<file path="src/rtl/csr_pkg.sv">
// Shared definitions for the CSR commit block: CSR addresses, mstatus bit positions,
// the commit FSM state type and the address decoder.
package csr_pkg;

    localparam logic [11:0] CSR_MSTATUS  = 12'h300;
    localparam logic [11:0] CSR_MIE      = 12'h304;
    localparam logic [11:0] CSR_MTVEC    = 12'h305;
    localparam logic [11:0] CSR_MSCRATCH = 12'h340;
    localparam logic [11:0] CSR_MEPC     = 12'h341;
    localparam logic [11:0] CSR_MCAUSE   = 12'h342;
    localparam logic [11:0] CSR_MTVAL    = 12'h343;
    localparam logic [11:0] CSR_MIP      = 12'h344;

    localparam int MSTATUS_MIE    = 3;
    localparam int MSTATUS_MPIE   = 7;
    localparam int MSTATUS_MPP_LO = 11;
    localparam int MSTATUS_MPP_HI = 12;

    localparam int NUM_CSR = 8;

    typedef enum logic [2:0] {
        IDX_MSTATUS, IDX_MIE, IDX_MTVEC, IDX_MSCRATCH,
        IDX_MEPC, IDX_MCAUSE, IDX_MTVAL, IDX_MIP
    } csr_idx_e;

    typedef enum logic [1:0] {IDLE, HOLD, TRAP, RET} state_e;

    typedef struct packed {
        logic     hit;
        csr_idx_e idx;
    } csr_sel_t;

    function automatic csr_sel_t csr_decode(input logic [11:0] addr);
        csr_sel_t sel;
        sel.hit = 1'b1;
        sel.idx = IDX_MSTATUS;
        case (addr)
            CSR_MSTATUS:  sel.idx = IDX_MSTATUS;
            CSR_MIE:      sel.idx = IDX_MIE;
            CSR_MTVEC:    sel.idx = IDX_MTVEC;
            CSR_MSCRATCH: sel.idx = IDX_MSCRATCH;
            CSR_MEPC:     sel.idx = IDX_MEPC;
            CSR_MCAUSE:   sel.idx = IDX_MCAUSE;
            CSR_MTVAL:    sel.idx = IDX_MTVAL;
            CSR_MIP:      sel.idx = IDX_MIP;
            default:      sel.hit = 1'b0;
        endcase
        return sel;
    endfunction

endpackage

</file>
<file path="src/rtl/csr_pending_buf.sv">
// One-entry holding register for a CSR write that arrived while the pipeline was stalled.
module csr_pending_buf #(
    parameter int XLEN = 64
) (
    input  logic            clk,
    input  logic            rstn,
    input  logic            load,
    input  logic            commit,
    input  logic [11:0]     wr_addr,
    input  logic [XLEN-1:0] wr_data,
    output logic            valid,
    output logic [11:0]     addr,
    output logic [XLEN-1:0] wdata
);

    // NOTE: sequential state uses non-blocking assignments so every flop samples pre-edge values.
    always_ff @(posedge clk or negedge rstn) begin
        if (!rstn) begin
            valid <= 1'b0;
            addr  <= '0;
            wdata <= '0;
        end else if (load) begin
            valid <= 1'b1;
            addr  <= wr_addr;
            wdata <= wr_data;
        end else if (commit) begin
            valid <= 1'b0;
        end
    end

endmodule

</file>
<file path="src/rtl/csr_commit.sv">
// Machine-mode CSR file with stall-deferred write commit, trap entry and mret.
// Optional macro CSR_VECTORED_EN enables vectored mtvec mode (mtvec[0] writable).
module csr_commit
    import csr_pkg::*;
#(
    parameter int              XLEN      = 64,
    parameter logic [XLEN-1:0] MTVEC_RST = '0
) (
    input  logic            clk,
    input  logic            rstn,
    input  logic            wb_csr_we,
    input  logic [11:0]     wb_csr_addr,
    input  logic [XLEN-1:0] wb_csr_wdata,
    input  logic            stall_in,
    input  logic [11:0]     ex_csr_addr,
    output logic [XLEN-1:0] ex_csr_rdata,
    output logic            wb_temp_csr_we,
    output logic [11:0]     wb_temp_csr_addr,
    output logic [XLEN-1:0] wb_temp_csr_wdata,
    input  logic            trap_req,
    input  logic [XLEN-1:0] trap_cause,
    input  logic [XLEN-1:0] trap_pc,
    input  logic [XLEN-1:0] trap_val,
    input  logic            mret_req,
    output logic            redirect_valid,
    output logic [XLEN-1:0] redirect_pc,
    output logic            busy
);

    function automatic logic [XLEN-1:0] legalize(input csr_idx_e idx, input logic [XLEN-1:0] v);
        logic [XLEN-1:0] r;
        r = v;
        if (idx == IDX_MEPC) r[0] = 1'b0;
        if (idx == IDX_MTVEC) begin
            r[1] = 1'b0;
`ifndef CSR_VECTORED_EN
            r[0] = 1'b0;
`endif
        end
        return r;
    endfunction

    state_e          state_q, state_d;
    logic [XLEN-1:0] csr_q [NUM_CSR];
    logic [XLEN-1:0] csr_d [NUM_CSR];
    logic [XLEN-1:0] mtvec_rst;
    logic            buf_load, buf_commit, dir_we, do_trap, do_mret;
    csr_sel_t        ex_sel, wb_sel, buf_sel;

    csr_pending_buf #(.XLEN(XLEN)) u_buf (
        .clk     (clk),
        .rstn    (rstn),
        .load    (buf_load),
        .commit  (buf_commit),
        .wr_addr (wb_csr_addr),
        .wr_data (wb_csr_wdata),
        .valid   (wb_temp_csr_we),
        .addr    (wb_temp_csr_addr),
        .wdata   (wb_temp_csr_wdata)
    );

    assign mtvec_rst    = legalize(IDX_MTVEC, MTVEC_RST);
    assign ex_sel       = csr_decode(ex_csr_addr);
    assign wb_sel       = csr_decode(wb_csr_addr);
    assign buf_sel      = csr_decode(wb_temp_csr_addr);
    assign ex_csr_rdata = ex_sel.hit ? csr_q[ex_sel.idx] : '0;
    assign busy         = (state_q != IDLE);

    // NOTE: every signal driven here gets a default first, so no path can infer a latch.
    always_comb begin
        state_d    = state_q;
        buf_load   = 1'b0;
        buf_commit = 1'b0;
        dir_we     = 1'b0;
        do_trap    = 1'b0;
        do_mret    = 1'b0;
        case (state_q)
            HOLD: begin
                if (!stall_in || trap_req || mret_req) begin
                    buf_commit = 1'b1;
                    dir_we     = wb_csr_we && !stall_in;
                    state_d    = IDLE;
                end
            end
            default: begin
                state_d = IDLE;
                if (wb_csr_we) begin
                    // A trap/mret flushes the stall, so a stalled write retires directly.
                    if (!stall_in || trap_req || (mret_req && state_q == IDLE)) begin
                        dir_we = 1'b1;
                    end else begin
                        buf_load = 1'b1;
                        state_d  = HOLD;
                    end
                end
            end
        endcase
        if (trap_req) begin
            do_trap = 1'b1;
            state_d = TRAP;
        end else if (mret_req && (state_q == IDLE || state_q == HOLD)) begin
            do_mret = 1'b1;
            state_d = RET;
        end
    end

    // Buffered write first, then the live write (it wins on a clash), then trap/mret fields.
    always_comb begin
        csr_d = csr_q;
        if (buf_commit && buf_sel.hit) csr_d[buf_sel.idx] = legalize(buf_sel.idx, wb_temp_csr_wdata);
        if (dir_we && wb_sel.hit)      csr_d[wb_sel.idx]  = legalize(wb_sel.idx, wb_csr_wdata);
        if (do_trap) begin
            csr_d[IDX_MEPC]   = legalize(IDX_MEPC, trap_pc);
            csr_d[IDX_MCAUSE] = trap_cause;
            csr_d[IDX_MTVAL]  = trap_val;
            csr_d[IDX_MSTATUS][MSTATUS_MPIE] = csr_d[IDX_MSTATUS][MSTATUS_MIE];
            csr_d[IDX_MSTATUS][MSTATUS_MIE]  = 1'b0;
            csr_d[IDX_MSTATUS][MSTATUS_MPP_HI:MSTATUS_MPP_LO] = 2'b11;
        end else if (do_mret) begin
            csr_d[IDX_MSTATUS][MSTATUS_MIE]  = csr_d[IDX_MSTATUS][MSTATUS_MPIE];
            csr_d[IDX_MSTATUS][MSTATUS_MPIE] = 1'b1;
        end
    end

    // NOTE: the CSR array is architectural state and must come out of reset defined, so it is reset.
    always_ff @(posedge clk or negedge rstn) begin
        if (!rstn) begin
            state_q          <= IDLE;
            csr_q            <= '{default: '0};
            csr_q[IDX_MTVEC] <= mtvec_rst;
        end else begin
            state_q <= state_d;
            csr_q   <= csr_d;
        end
    end

    always_comb begin
        redirect_valid = 1'b0;
        redirect_pc    = '0;
        case (state_q)
            TRAP: begin
                redirect_valid = 1'b1;
                redirect_pc    = {csr_q[IDX_MTVEC][XLEN-1:2], 2'b00};
`ifdef CSR_VECTORED_EN
                if (csr_q[IDX_MTVEC][0] && csr_q[IDX_MCAUSE][XLEN-1])
                    redirect_pc = {csr_q[IDX_MTVEC][XLEN-1:2], 2'b00}
                                + {{(XLEN-8){1'b0}}, csr_q[IDX_MCAUSE][5:0], 2'b00};
`endif
            end
            RET: begin
                redirect_valid = 1'b1;
                redirect_pc    = csr_q[IDX_MEPC];
            end
            default: ;
        endcase
    end

endmodule

</file>
<file path="config.mk">
export PLATFORM = sky130hd
export DESIGN_NAME = csr_commit
export DESIGN_NICKNAME = d
export VERILOG_FILES = /design/src/rtl/csr_pkg.sv /design/src/rtl/csr_pending_buf.sv /design/src/rtl/csr_commit.sv
export SDC_FILE = /design/constraint.sdc
export NUM_CORES = 2
export LEC_CHECK = 0
export ABC_AREA = 0
export CAP_MARGIN = 20
export CORE_UTILIZATION = 60
export DETAILED_ROUTE_END_ITERATION = 8
export GPL_TIMING_DRIVEN = 0
export PLACE_DENSITY_LB_ADDON = 0.25
export SLEW_MARGIN = 40
export SYNTH_ARGS = -nofsm -noshare
export SYNTH_HDL_FRONTEND = slang
export SYNTH_SLANG_ARGS = --single-unit
</file>
<file path="constraint.sdc">
create_clock -name clk -period 3.56 [get_ports clk]
set_input_delay 0.356 -clock clk [delete_from_list [all_inputs] [get_ports clk]]
set_output_delay 0.356 -clock clk [all_outputs]
set_load 0.02 [all_outputs]
</file>
==> results by group <==
Timing
  • Fmax achieved: 274 MHz
  • Tcrit/Tclk final: 1.03
  • Slew @ Worst Pin: 0.954 ns
  • Setup tns final: -0.389 ns
  • Setup slack after layout: -0.0939 ns
  • Fin. Hold Viols: 0
  • RSZ-0062 raised after global routing: true
  • Slew HR: 0.364
  • Setup violators final: 13
  • Tmin final: 3.65 ns
  • Slew Viols, Final: 0
  • Clk_skew: 0.0294 ns

Floorplanning
  • Starting Density: 0.610
  • Site Rows: 86
  • Core area: 55400 um^2
  • Die X: 239 um
  • Ports: 493
  • Die area: 57300 um^2
  • Die height: 239 um

Power and ir drop
  • Leakage Power: 0.0197 uW
  • Overall Power: 17900 uW
  • Int Pwr: 12500 uW
  • VDD IR-drop max: 432 uV
  • Sw power: 5410 uW
  • Switching Fraction: 0.302
  • PD cells: 428 nW/um^2
  • Logic pwr share: 0.193
  • Flop pwr share: 0.417
  • Clock share of power: 0.390

Placement
  • Gp weighted congestion: 1.01
  • Post-place setup slack: -1.83 ns
  • Buffers on Ports: 427
  • Post-DP HPWL: 101000 um
  • # placed instances: 4806

Layout
  • Layout cells sized above 1: 0.140
  • FF+latch area: 14800 um^2
  • Cell Count, Final, Fillers Out: 4942
  • Layout area overhead: 23.8%
  • Nets@finish: 4420
  • Most frequent cells in the layout: nand2_1 (621), dfrtp_1 (591), mux2i_1 (504)
  • Multi-input logic area: 17100 um^2
  • Filler cells: 3980
  • Core Util, Final: 0.755
  • Commonest non-fill, non-tap cell in the layout: nand2_1

Detailed routing
  • Vias per Instance: 7.05
  • Final WL: 150000 um
  • Wire per inst: 30.4 um
  • Detailed Routing Iterations Pass 1: 9
  • Total vias in the final route: 34900
  • Detail Route Antenna Nets: 0
  • Remaining DRCs: 29
  • Drt initial violations: 5806

Setup path
  • Critical-path cell list: clkbuf_1 > buf_6 > buf_4 > mux2i_1 > nor2b_1 > clkdlybuf4s50_1
  • Worst Setup End Kind: output port
  • Critical Path Max Stage Delay: 0.62 ns
  • Critical path class: reg -> out
  • Worst Path Required: 3.20 ns
  • Critical Path Start Type: flop
  • Max FO, Critical Path: 10
  • CP Data Arrival Time: 3.30 ns
  • CP max-delay cell: mux2i_1

Synth
  • Yosys reg bits: 591
  • Mapped Cells: 3622
  • Asr flop ratio synth: 1.00
  • Synth unique cells: 58
  • Post-synth EDFFs: 0
  • Sequential share of the synthesized area: 0.437
  • Synth Area per Inst: 9.34 um^2
  • Net Count, Synth: 3908
  • Syn. warnings: 0
  • Synth Flop Type: dfrtp_1
  • Synthesized area: 33800 um^2

Clock network
  • CTS tree: done
  • Root Buffer: clkbuf_16
  • H-tree depth: 3
  • Worst skew pair latency: 0.65 ns
  • Sink Count: 591
  • Inserted Clock Buffers: 67
  • Clk pin slew, worst setup/hold paths: 0.06 ns
  • Bufs on Longest Clock Path: 3

Run status
  • Violated checks: design-rule violations, negative setup slack
  • Outcome: finished, violations left

Run
  • Max cap viols: 0

Global routing
  • Initial antenna violation count: 19
  • Total track usage: 0.517
  • First-pass GRT wire length: 215000 um
  • Largest net degree at the start of global routing: 100
  • GR Overflow Total: 0
  • Vias in the first global route: 33300

Worst hold path
  • Hold Path Class: in -> reg
## logic make-up after synthesis
group,Yosys count,share of synthesized area
AOI/OAI and AO/OA,879,0.158
muxes,670,0.211
xor gates and xnor gates,1,0.000259
DFF,591,0.437
and+or+nand+nor,1024,0.131
buffers and inverters,457,0.0624
## synth_stat cells, drive strengths merged (108+ instances only)
library cell  count  area (um^2)
o21ai           268         1340
o22ai           133          832
a31oi           123          769
dfrtp           591        14800
a21oi           191          956
nor2            135          507
buf             202         1150
mux2            165         2080
nand3           108          541
nand2           622         2330
mux2i           505         5050
clkbuf          230          863
## layout make-up
class | count | area share
diodes | 16 | 0.000956
plain buffers | 431 | 0.0559
clock buffers | 102 | 0.0490
clock inverters | 11 | 0.00155
inverters | 25 | 0.00224
multi-input cells | 2574 | 0.408
flip-flops and latches | 591 | 0.353
well taps | 748 | 0.0224
repair buffers | 444 | 0.106
## per-layer routing
| layer | vias up | wire length [um] | track usage |
|---|---|---|---|
| met5 | - | 220 | 0.0156 |
| met4 | 18 | 13400 | 0.381 |
| met3 | 935 | 25700 | 0.261 |
| met2 | 3492 | 60900 | 0.716 |
| met1 | 16500 | 50200 | 0.612 |
| li1 | 13900 | - | - |
## registers in the layout, summed over array words and instances (netlist names)
register and cells:
csr_q 512, u_buf.wdata 64, u_buf.addr 12, state_q 2, u_buf.valid 1
## worst max-delay path: cells and delay by family, from the launching register on
kind                   cells  cell delay, ns
DFF                        1            0.31
buffers and inverters      4            1.56
muxes                      1            0.62
and+or+nand+nor            1            0.17
## path summary, 6_finish.rpt
check,startpoint,end,slack (ns),depth (start not counted)
setup / recovery,state_q[0]$_DFFE_PN0P_,redirect_pc[28],-0.09,6
hold reg to reg,csr_q[321]$_DFF_PN0_,csr_q[321]$_DFF_PN0_,0.53,1
max in group asynchronous,rstn,u_buf.wdata[54]$_DFFE_PN0P_,1.58,5
setup reg to reg,state_q[1]$_DFFE_PN0P_,csr_q[491]$_DFF_PN0_,0.23,6
min in group asynchronous,rstn,u_buf.wdata[23]$_DFFE_PN0P_,0.19,2
hold / removal,wb_csr_addr[1],u_buf.addr[1]$_DFFE_PN0P_,0.09,2
## stage by stage
step	cell area (um^2)	hold WS, ns
2_1_floorplan	33800	0.0604
3_3_place_gp	39000	0.496
3_5_place_dp	39300	0.233
4_1_cts	41800	0.0878
5_1_grt	41800	0.119
6_report	41900	0.0944
## power groups by stage
stage	sequential (uW)	clock (uW)	combinational, uW
global placement	7570	0	3220
floorplan	7720	0	1470
finish	7470	6970	3460
CTS	7440	6840	3340
detailed placement	7550	0	3300
global route	7500	7120	3570
## what timing repair did
| item | in CTS | in global routing |
|---|---|---|
| resized for setup | 203 | 49 |
| setup endpoints to repair | 94 | 52 |
| setup buffers | 6 | 0 |
| endpoints found under the hold margin | 140 | 0 |
| pin swaps | 3 | 3 |
| gates cloned | 0 | 0 |
| hold buffers | 1 | 0 |
Note: power is estimated with default switching activity, not from simulation.
